<file path="src/rtl/common.sv">
// Shared types and defaults for the instruction prefetch queue.
package common;

    localparam int PREFETCH_DEPTH = 4;

    typedef struct packed {
        logic [31:0] pc;
        logic [31:0] instr;
    } prefetch_entry_t;

endpackage

</file>
<file path="src/rtl/prefetch_fifo.sv">
// Synchronous FIFO of prefetch entries; flush clears it in one cycle.
module prefetch_fifo
    import common::*;
#(
    parameter  int DEPTH = PREFETCH_DEPTH,
    localparam int AW    = $clog2(DEPTH),
    localparam int CW    = AW + 1
) (
    input  logic            clk,
    input  logic            rst,
    input  logic            i_push,
    input  logic            i_pop,
    input  logic            i_flush,
    input  prefetch_entry_t i_wdata,
    output prefetch_entry_t o_rdata,
    output logic [CW-1:0]   o_count,
    output logic            o_full,
    output logic            o_empty
);

    prefetch_entry_t r_mem [DEPTH];
    logic [AW-1:0]   r_wr_ptr;
    logic [AW-1:0]   r_rd_ptr;
    logic [CW-1:0]   r_count;

    assign o_rdata = r_mem[r_rd_ptr];
    assign o_count = r_count;
    assign o_full  = (r_count == CW'(DEPTH));
    assign o_empty = (r_count == '0);

    always_ff @(posedge clk) begin
        if (i_push && !i_flush && !rst) begin
            r_mem[r_wr_ptr] <= i_wdata;
        end
    end

    // Pointers wrap naturally because DEPTH is a power of two.
    always_ff @(posedge clk) begin
        if (rst || i_flush) begin
            r_wr_ptr <= '0;
            r_rd_ptr <= '0;
            r_count  <= '0;
        end else begin
            if (i_push) r_wr_ptr <= r_wr_ptr + AW'(1);
            if (i_pop)  r_rd_ptr <= r_rd_ptr + AW'(1);
            case ({i_push, i_pop})
                2'b10:   r_count <= r_count + CW'(1);
                2'b01:   r_count <= r_count - CW'(1);
                default: r_count <= r_count;
            endcase
        end
    end

    always_ff @(posedge clk) begin
        if (!rst && !i_flush) begin
            assert (!(i_push && !i_pop && o_full));
            assert (!(i_pop && o_empty));
        end
    end

endmodule

</file>
<file path="src/rtl/instruction_prefetch.sv">
// Prefetch queue between instruction memory and fetch, with branch redirect.
// Optional PREFETCH_BYPASS_EN forwards a response straight to the output when the queue is empty.
module instruction_prefetch
    import common::*;
#(
    parameter int                    DEPTH      = PREFETCH_DEPTH,
    parameter int                    ADDR_WIDTH = 32,
    parameter int                    DATA_WIDTH = 32,
    parameter logic [ADDR_WIDTH-1:0] RESET_PC   = 32'h0000_0000
) (
    input  logic                  clk,
    input  logic                  rst,
    output logic                  mem_rd_en,
    output logic [ADDR_WIDTH-1:0] mem_rd_addr,
    input  logic [DATA_WIDTH-1:0] mem_rd_data,
    input  logic                  branch_taken,
    input  logic [ADDR_WIDTH-1:0] branch_target,
    output logic                  out_valid,
    input  logic                  out_ready,
    output logic [ADDR_WIDTH-1:0] out_pc,
    output logic [DATA_WIDTH-1:0] out_instr
);

    localparam int AW = $clog2(DEPTH);
    localparam int CW = AW + 1;

    localparam logic [1:0] S_RESET    = 2'd0;
    localparam logic [1:0] S_RUN      = 2'd1;
    localparam logic [1:0] S_REDIRECT = 2'd2;

    logic [1:0]            r_state;
    logic [ADDR_WIDTH-1:0] r_fetch_pc;
    logic [ADDR_WIDTH-1:0] r_rsp_pc;
    logic                  r_inflight;

    logic                  w_redirect;
    logic                  w_credit_ok;
    logic                  w_issue;
    logic                  w_rsp_vld;
    logic                  w_push;
    logic                  w_pop;
    logic                  w_valid;
    logic [CW-1:0]         w_count;
    logic                  w_full;
    logic                  w_empty;
    prefetch_entry_t       w_head;
    prefetch_entry_t       w_rsp;
    prefetch_entry_t       w_sel;
    logic                  w_unused;

    assign w_unused = &{1'b0, branch_target[1:0], w_full};

    assign w_redirect  = branch_taken && (r_state != S_RESET);
    assign w_credit_ok = (w_count + CW'(r_inflight)) < CW'(DEPTH);

    // A response returning in a redirect cycle belongs to the old stream and is dropped.
    assign w_rsp_vld = r_inflight && !w_redirect;
    assign w_rsp     = '{pc: r_rsp_pc, instr: mem_rd_data};

`ifdef PREFETCH_BYPASS_EN
    assign w_valid = !rst && !branch_taken && (!w_empty || w_rsp_vld);
    assign w_sel   = w_empty ? w_rsp : w_head;
    assign w_push  = w_rsp_vld && !(w_empty && w_pop);
`else
    assign w_valid = !rst && !branch_taken && !w_empty;
    assign w_sel   = w_head;
    assign w_push  = w_rsp_vld;
`endif

    assign w_pop = w_valid && out_ready;

    always_comb begin
        w_issue = 1'b0;
        if (!rst && !w_redirect) begin
            case (r_state)
                S_RUN:      w_issue = w_credit_ok || w_pop;
                S_REDIRECT: w_issue = 1'b1;
                default:    w_issue = 1'b0;
            endcase
        end
    end

    assign mem_rd_en   = w_issue;
    assign mem_rd_addr = r_fetch_pc;
    assign out_valid   = w_valid;
    assign out_pc      = w_valid ? w_sel.pc : '0;
    assign out_instr   = w_valid ? w_sel.instr : '0;

    prefetch_fifo #(.DEPTH(DEPTH)) u_fifo (
        .clk     (clk),
        .rst     (rst),
        .i_push  (w_push),
        .i_pop   (w_pop),
        .i_flush (w_redirect),
        .i_wdata (w_rsp),
        .o_rdata (w_head),
        .o_count (w_count),
        .o_full  (w_full),
        .o_empty (w_empty)
    );

    always_ff @(posedge clk) begin
        if (rst) begin
            r_state    <= S_RESET;
            r_fetch_pc <= RESET_PC;
            r_rsp_pc   <= '0;
            r_inflight <= 1'b0;
        end else begin
            r_inflight <= w_issue;
            if (w_issue) r_rsp_pc <= r_fetch_pc;
            if (w_redirect) begin
                r_fetch_pc <= {branch_target[ADDR_WIDTH-1:2], 2'b00};
                r_state    <= S_REDIRECT;
            end else begin
                if (w_issue) r_fetch_pc <= r_fetch_pc + ADDR_WIDTH'(4);
                r_state <= S_RUN;
            end
        end
    end

endmodule

</file>
<file path="config.mk">
export PLATFORM = sky130hd
export DESIGN_NAME = instruction_prefetch
export DESIGN_NICKNAME = d
export VERILOG_FILES = /design/src/rtl/common.sv /design/src/rtl/prefetch_fifo.sv /design/src/rtl/instruction_prefetch.sv
export SDC_FILE = /design/constraint.sdc
export NUM_CORES = 1
export LEC_CHECK = 0
export CAP_MARGIN = 0
export CORE_MARGIN = 4
export CORE_UTILIZATION = 25
export CTS_BUF_LIST = sky130_fd_sc_hd__clkbuf_16
export CTS_CLUSTER_SIZE = 24
export DETAILED_ROUTE_END_ITERATION = 10
export MAX_ROUTING_LAYER = met4
export SLEW_MARGIN = 20
export SYNTH_ARGS = -nofsm -noshare
export SYNTH_HDL_FRONTEND = slang
export SYNTH_SLANG_ARGS = --single-unit
</file>
<file path="constraint.sdc">
create_clock -name clk -period 4 [get_ports clk]
set_clock_uncertainty 0.1 [all_clocks]
set_input_delay 0.4 -clock clk [delete_from_list [all_inputs] [get_ports clk]]
set_output_delay 0.4 -clock clk [all_outputs]
set_load 0.02 [all_outputs]
</file>
**After elaboration in Yosys (flattened, before gate mapping)**

Memories as Yosys holds them, arrays and structs flattened. A register that Yosys moved wholly into a read port is not among the register bits.
Index checks and enable logic that the tools add are counted.

- $lt $le $gt $ge: 1
- Add/sub/neg operators: 6
- Equal/unequal tests: 4
- Mux-type cells: 12
- Reductions and logical operators: 19

Operator list:

| cell | count |
|---|---|
| 32-bit two-way mux | 4 |
| 32-bit by 3-bit adder with 32-bit output (second input constant) | 1 |
| 1-bit logical AND | 8 |
| 2-bit two-way mux | 3 |
| 3-bit case mux with 2 select lines | 1 |
| 2-bit nonzero test | 3 |
| 2-bit by 1-bit adder with 2-bit output (second input constant) | 2 |
| 2-bit by 1-bit == test with 1-bit output (second input constant) | 2 |
| 2-bit == test (second input constant) | 2 |
| 1-bit logical NOT | 4 |
| 3-bit by 1-bit adder with 3-bit output | 1 |
| 3-bit by 1-bit adder with 3-bit output (second input constant) | 1 |
| 3-bit logical NOT | 1 |
| 3-bit less-than comparator (second input constant) | 1 |
| 1-bit two-way mux | 3 |
| 3-bit by 1-bit subtractor with 3-bit output (second input constant) | 1 |
| 1-bit logical OR | 2 |
| 1-bit case mux with 2 select lines | 1 |
| 2-bit OR reduction | 1 |

- Memory bits (writable): 256
- Memories: 1
- Register bits after elaboration: 74
- Input port bits: 68
- Output and inout bits: 98

Memory list:

| memory | words | bits a word | rd ports | clocked after memory_dff | wr ports | RTL line | text |
|---|---|---|---|---|---|---|---|
| u_fifo.r_mem | 4 | 64 | 1 | 1 | 1 | prefetch_fifo.sv:21 | `prefetch_entry_t r_mem [DEPTH];` |

**Logic depth before layout (Yosys ltp)**

Gate-level depths: netlist (run 1).

- Depth in word-level cells: 9
- Mapped depth: 13

**Hierarchy**

Synthesis (run 1) repeated with hierarchy kept, for this count alone.

- Cell total of the unflattened synthesis: 830
- Area, all modules: 13321.5 µm²

Modules (own cells, without submodules):

| module | cells an instance | instances | sequential area each (µm²) | area each (µm²) |
|---|---|---|---|---|
| prefetch_fifo | 383 | 1 | 7867.5 | 9754.4 |
| instruction_prefetch | 447 | 1 | 1261.2 | 3567.2 |

**Worst setup path after synthesis (run 1)**

OpenSTA, ideal clock, no wires.

- Path type: flip-flop to flip-flop
- From: register r_state[0]
- To: memory u_fifo.r_mem[0][0] (netlist name) (enable)
- Data required time: 3.473 ns
- Path buffers: 0
- Slack: 1.124 ns
- Setup time: 0.427 ns
- Clock period less this slack: 2.876 ns
- Arrival: 2.349 ns
- Cell stages (with the launch flop): 7
- Cells stage by stage: dfxtp_1 inv_1 ha_1 nand2b_1 nand2b_1 clkinv_1 and3_1

- Word-level cells in the longest chain between the ends: 8

RTL lines:

| element | RTL line | text |
|---|---|---|
| from (decl) | instruction_prefetch.sv:31 | `logic [1:0] r_state;` |
| from (signal assigned) | instruction_prefetch.sv:104 | `r_state <= S_RESET;` |
| from (signal assigned) | instruction_prefetch.sv:113 | `r_state <= S_REDIRECT;` |
| from (signal assigned) | instruction_prefetch.sv:116 | `r_state <= S_RUN;` |
| 2-bit nonzero test (*) | instruction_prefetch.sv:53 | `assign w_redirect = branch_taken && (r_state != S_RESET);` |
| 1-bit logical AND (*) | instruction_prefetch.sv:53 |  |
| 1-bit logical NOT (*) | prefetch_fifo.sv:32, instruction_prefetch.sv:57 |  |
| 1-bit logical AND | instruction_prefetch.sv:57 | `assign w_rsp_vld = r_inflight && !w_redirect;` |
| 1-bit logical AND (*) (2 in a row) | prefetch_fifo.sv:32 | `if (i_push && !i_flush && !rst) begin` |
| 1-bit two-way mux (*) | prefetch_fifo.sv:32 |  |
| 1-bit two-way mux (not written as such) (*) | prefetch_fifo.sv:33 | `r_mem[r_wr_ptr] <= i_wdata;` |
| to (decl) | prefetch_fifo.sv:21 |  |

Mark *: on every way between the ends. The rest lies on a longest branch, timed or not.

==> results.md, run 1 <==
- The run finished with clean final reports.
- The startpoint type of the worst setup path is a flip-flop.
- The insertion delay to the later sink of the worst-skew pair is 0.53 ns.
- In this run, post-CTS repair resized a total of 0 instances.
- The final number of setup-violating endpoints is 0.
- The die outline height is 234 um.
- The total buffers and inverters traversed by the critical path is 2.
- The largest net degree at the start of global routing is 57.
- The critical path goes through buf_4 -> mux4_2 -> and2_1 -> clkdlybuf4s50_1.
- After detailed routing, the average wire length per cell comes to 19.0 um.
- The cell area power density is between 400 and 500 nW/um2.
- The worst relative slew slack is 44.1%.
- After synthesis, the cell types taking the most area are sky130_fd_sc_hd__edfxtp_1 (58%), sky130_fd_sc_hd__dfxtp_1 (11%), sky130_fd_sc_hd__mux4_2 (11%), sky130_fd_sc_hd__and2_1 (3.2%), sky130_fd_sc_hd__o21ai_0 (1.6%).
- In the synthesized netlist the dominant register cell turns out to be sky130_fd_sc_hd__edfxtp_1.
- The clock passes through at most 3 buffers.
- The total leakage power is 5.15 nW.
- The slowest stage cell on the critical path is sky130_fd_sc_hd__dfxtp_4.
- The clock tree from TritonCTS is built.
- The critical path capture point type is an output port.
- The number of antenna violations at the first check in global routing is 1.
- Detailed placement ended at an HPWL of 20,300 um.
- The length of routed met3 wiring is 1710 um.
- The number of vias per cell after detailed routing is around 4.4.
- The final-stage net count is between 1,000 and 1,500.
- The maximum resistive drop on vdd is between 0.2 and 0.3 mV.
- The worst hold path begins at rst.
- The top-level port count is 166.
- The hold buffer count at cts is 0.
- The global-route wire length before repair is between 40,000 and 50,000 um.
- The number of instances in the synthesized netlist is 796.
- The routed design uses 15,400 um of met2 wire.
- The biggest area consumer among synthesized cells is sky130_fd_sc_hd__edfxtp_1.
- Global routing finished with a remaining overflow of 0.
- The cell sitting at the root of the clock tree is a sky130_fd_sc_hd__clkbuf_16.
- The floorplan step defined a die boundary enclosing between 50,000 and 60,000 um2.
- The number of setup buffers added after CTS is 0.
- CTS built an H-tree with a depth of 2.
- At the pin with the least slew margin, the transition time is between 0.8 and 0.9 ns.
- The starting utilization of the core area is between 20% and 30%.
- The number of sinks handled by clock tree synthesis is 320.
- The share of post-route cells with drive strength above 1 is 14.3%.
- Across the run, the number of max-cap violations was 0.
- Of the available clock period, the critical path in the final layout requires 85.5%.
- Subtracting the final worst setup slack from the clock period gives roughly 3.4 ns.
- The top cell types in the final layout, fill and taps aside, are sky130_fd_sc_hd__edfxtp_1 (248), sky130_fd_sc_hd__clkdlybuf4s50_1 (158), sky130_fd_sc_hd__dfxtp_1 (70).
- The remaining antenna violation count is 0.
- The total wirelength of the detailed-routed design is 31,600 um.
- In the routed design, unresolved DRC markers number 0.
- The total design power is between 7 and 8 mW.
- Routability-driven placement finished with a final weighted congestion of between 0.8 and 0.9.
- From synthesis to final layout, the design area changed by 28.3%.
- The classification of the worst setup path is flip-flop to output port.
- In this run the core area contains 82 standard-cell rows.
- The share of the yosys chip area belonging to registers is ~70%.
- The Yosys step of the flow raised 0 warnings.
- After synthesis, the mean cell area works out to 16.0 um2.
- The smallest setup slack after layout is 0.582 ns.
- The final max-slew violation count is 0.
- The post-synthesis sequential element count is 320.
- The number of global-route vias before repair is 7,568.
- Once layout is complete, the utilization of the core stands at 32.5%.
- The core outline area is 50,300 um2.
- Of all nets on the critical path, the largest fanout is 25.
- Global routing used 12.0% of the available tracks.
- The top layer used by detailed routing is met4.
- Setup repair after global routing left no endpoint under its margin.
- TritonCTS created 36 clock buffers.
- The number of iterations in the first detailed-routing pass is 4.
- Data on the critical path arrives at its endpoint at 2.92 ns.
- The final design instance area without fill is 16,300 um2.
- The first routing iteration left 413 violations.
- Summing every instance area after synthesis gives 12,700 um2.
- The maximum single-stage delay on the critical path is ~0.73 ns.
- Clock-pin slew was measured on the worst setup and hold paths at 0.06 ns.
- The cell family contributing the most delay on the critical path is buffers and inverters.
- The number of enable flip-flop cells after synthesis is 248.
- The startpoint of the worst-slack reg-to-reg timing path is u_fifo.o_count[0]$_SDFFE_PN0P_.
- The layout has 4,931 filler cells.
- The worst setup slack before clock tree synthesis is 0.687 ns.
- The detailed-route via count is ~7,300.
- Of the post-synthesis cell area, the dominant cell type holds ~60%.
- Port buffering added 159 buffers.
- The path class of the tightest hold or removal check is input port to flip-flop.
- After synthesis, the netlist uses 49 different library cells.
- The routed metal-1 wire length is 14,000 um.
- For this run, the top clock speed supported by timing is 293 MHz.
- Leaving out fill and tap cells, the most frequent cell in the layout is sky130_fd_sc_hd__edfxtp_1.
- Counting flops with an async set or reset pin after synthesis yields a share of 0%.
- STA puts the critical path data required time at 3.50 ns.
- The final hold violation count is 0.
- After routing, the total negative slack on setup checks comes to 0 ns.
- The die extent in x is ~230 um.
- The placed instance area is 15,200 um2.
-- metrics by stage --
step	instances	hold slack, ns
after floorplan	799	0.361
after global placement	1599	0.380
after detailed placement	1599	0.393
after global routing	1662	0.236
after CTS	1662	0.193
final	1664	0.229
-- flip-flops by register name, indices dropped and copies added (netlist names), named ones only --
register         count
r_rsp_pc            30
u_fifo.r_mem       248
mem_rd_addr         30
r_state              2
u_fifo.o_count       3
r_inflight           1
u_fifo.r_rd_ptr      2
u_fifo.r_wr_ptr      2
-- path summary, 6_finish.rpt --
kind,to,slack [ns],depth (start not counted)
max,out_pc[18],0.58,4
max reg2reg,u_fifo.o_count[2]$_SDFFE_PN0P_,1.29,10
min,mem_rd_addr[15]$_SDFFE_PP0P_,0.23,2
min reg2reg,u_fifo.r_mem[1][34]$_DFFE_PP_,0.41,0
-- Yosys cell counts (10+ instances only) --
cell,n
sky130_fd_sc_hd__a211oi_1,18
sky130_fd_sc_hd__and2_1,65
sky130_fd_sc_hd__and3_1,10
sky130_fd_sc_hd__buf_2,10
sky130_fd_sc_hd__clkbuf_1,30
sky130_fd_sc_hd__dfxtp_1,72
sky130_fd_sc_hd__edfxtp_1,248
sky130_fd_sc_hd__inv_1,12
sky130_fd_sc_hd__mux4_2,62
sky130_fd_sc_hd__nand2_1,48
sky130_fd_sc_hd__nand2b_1,29
sky130_fd_sc_hd__nor2_1,32
sky130_fd_sc_hd__o21ai_0,42
sky130_fd_sc_hd__xor2_1,11
-- logic make-up after synthesis --
kind of cell / Yosys count / synth area share, %
compound gates: 100 / 5.29
xor+xnor: 20 / 1.37
fa+ha+maj: 10 / 1.04
buf+inv: 62 / 2.04
flops: 320 / 69.8
mux: 63 / 11.0
other cells: 1 / 0.0294
simple gates: 220 / 9.41
-- final cells by class --
cell class	instances	area [um2]	area share [%]
clock inverter	24	136	0.835
tap	672	841	5.15
multi-input combinational	417	3630	22.2
clock buffer	39	976	5.97
inverter	13	48.8	0.299
sequential	320	8900	54.4
timing repair buffer	177	1810	11.1
antenna	2	5.00	0.0306
-- report_power, final --
part | leakage (nW) | internal [mW] | switching [mW]
sequential | 2.89 | 3.61 | 0.0618
clock | 0.565 | 1.81 | 1.29
combinational | 1.70 | 0.164 | 0.173
total | 5.15 | 5.59 | 1.52
-- routing by layer --
metal | vias up | GRT usage [%]
li1 | 3385 | -
met1 | 3657 | 15.7
met2 | 191 | 19.1
met3 | 36 | 2.79
met4 | 0 | 2.77
met5 | - | -
Note: power is estimated with default switching activity, not from simulation.
==> run 2, diff against run 1 <==
--- a/config.mk
+++ b/config.mk
@@ -16,3 +16,4 @@
 export SYNTH_ARGS = -nofsm -noshare
 export SYNTH_HDL_FRONTEND = slang
 export SYNTH_SLANG_ARGS = --single-unit
+export TNS_END_PERCENT = 5
==> results of run 2 <==
Same layout as run 1: the final DEF is identical, and so are final timing and power.
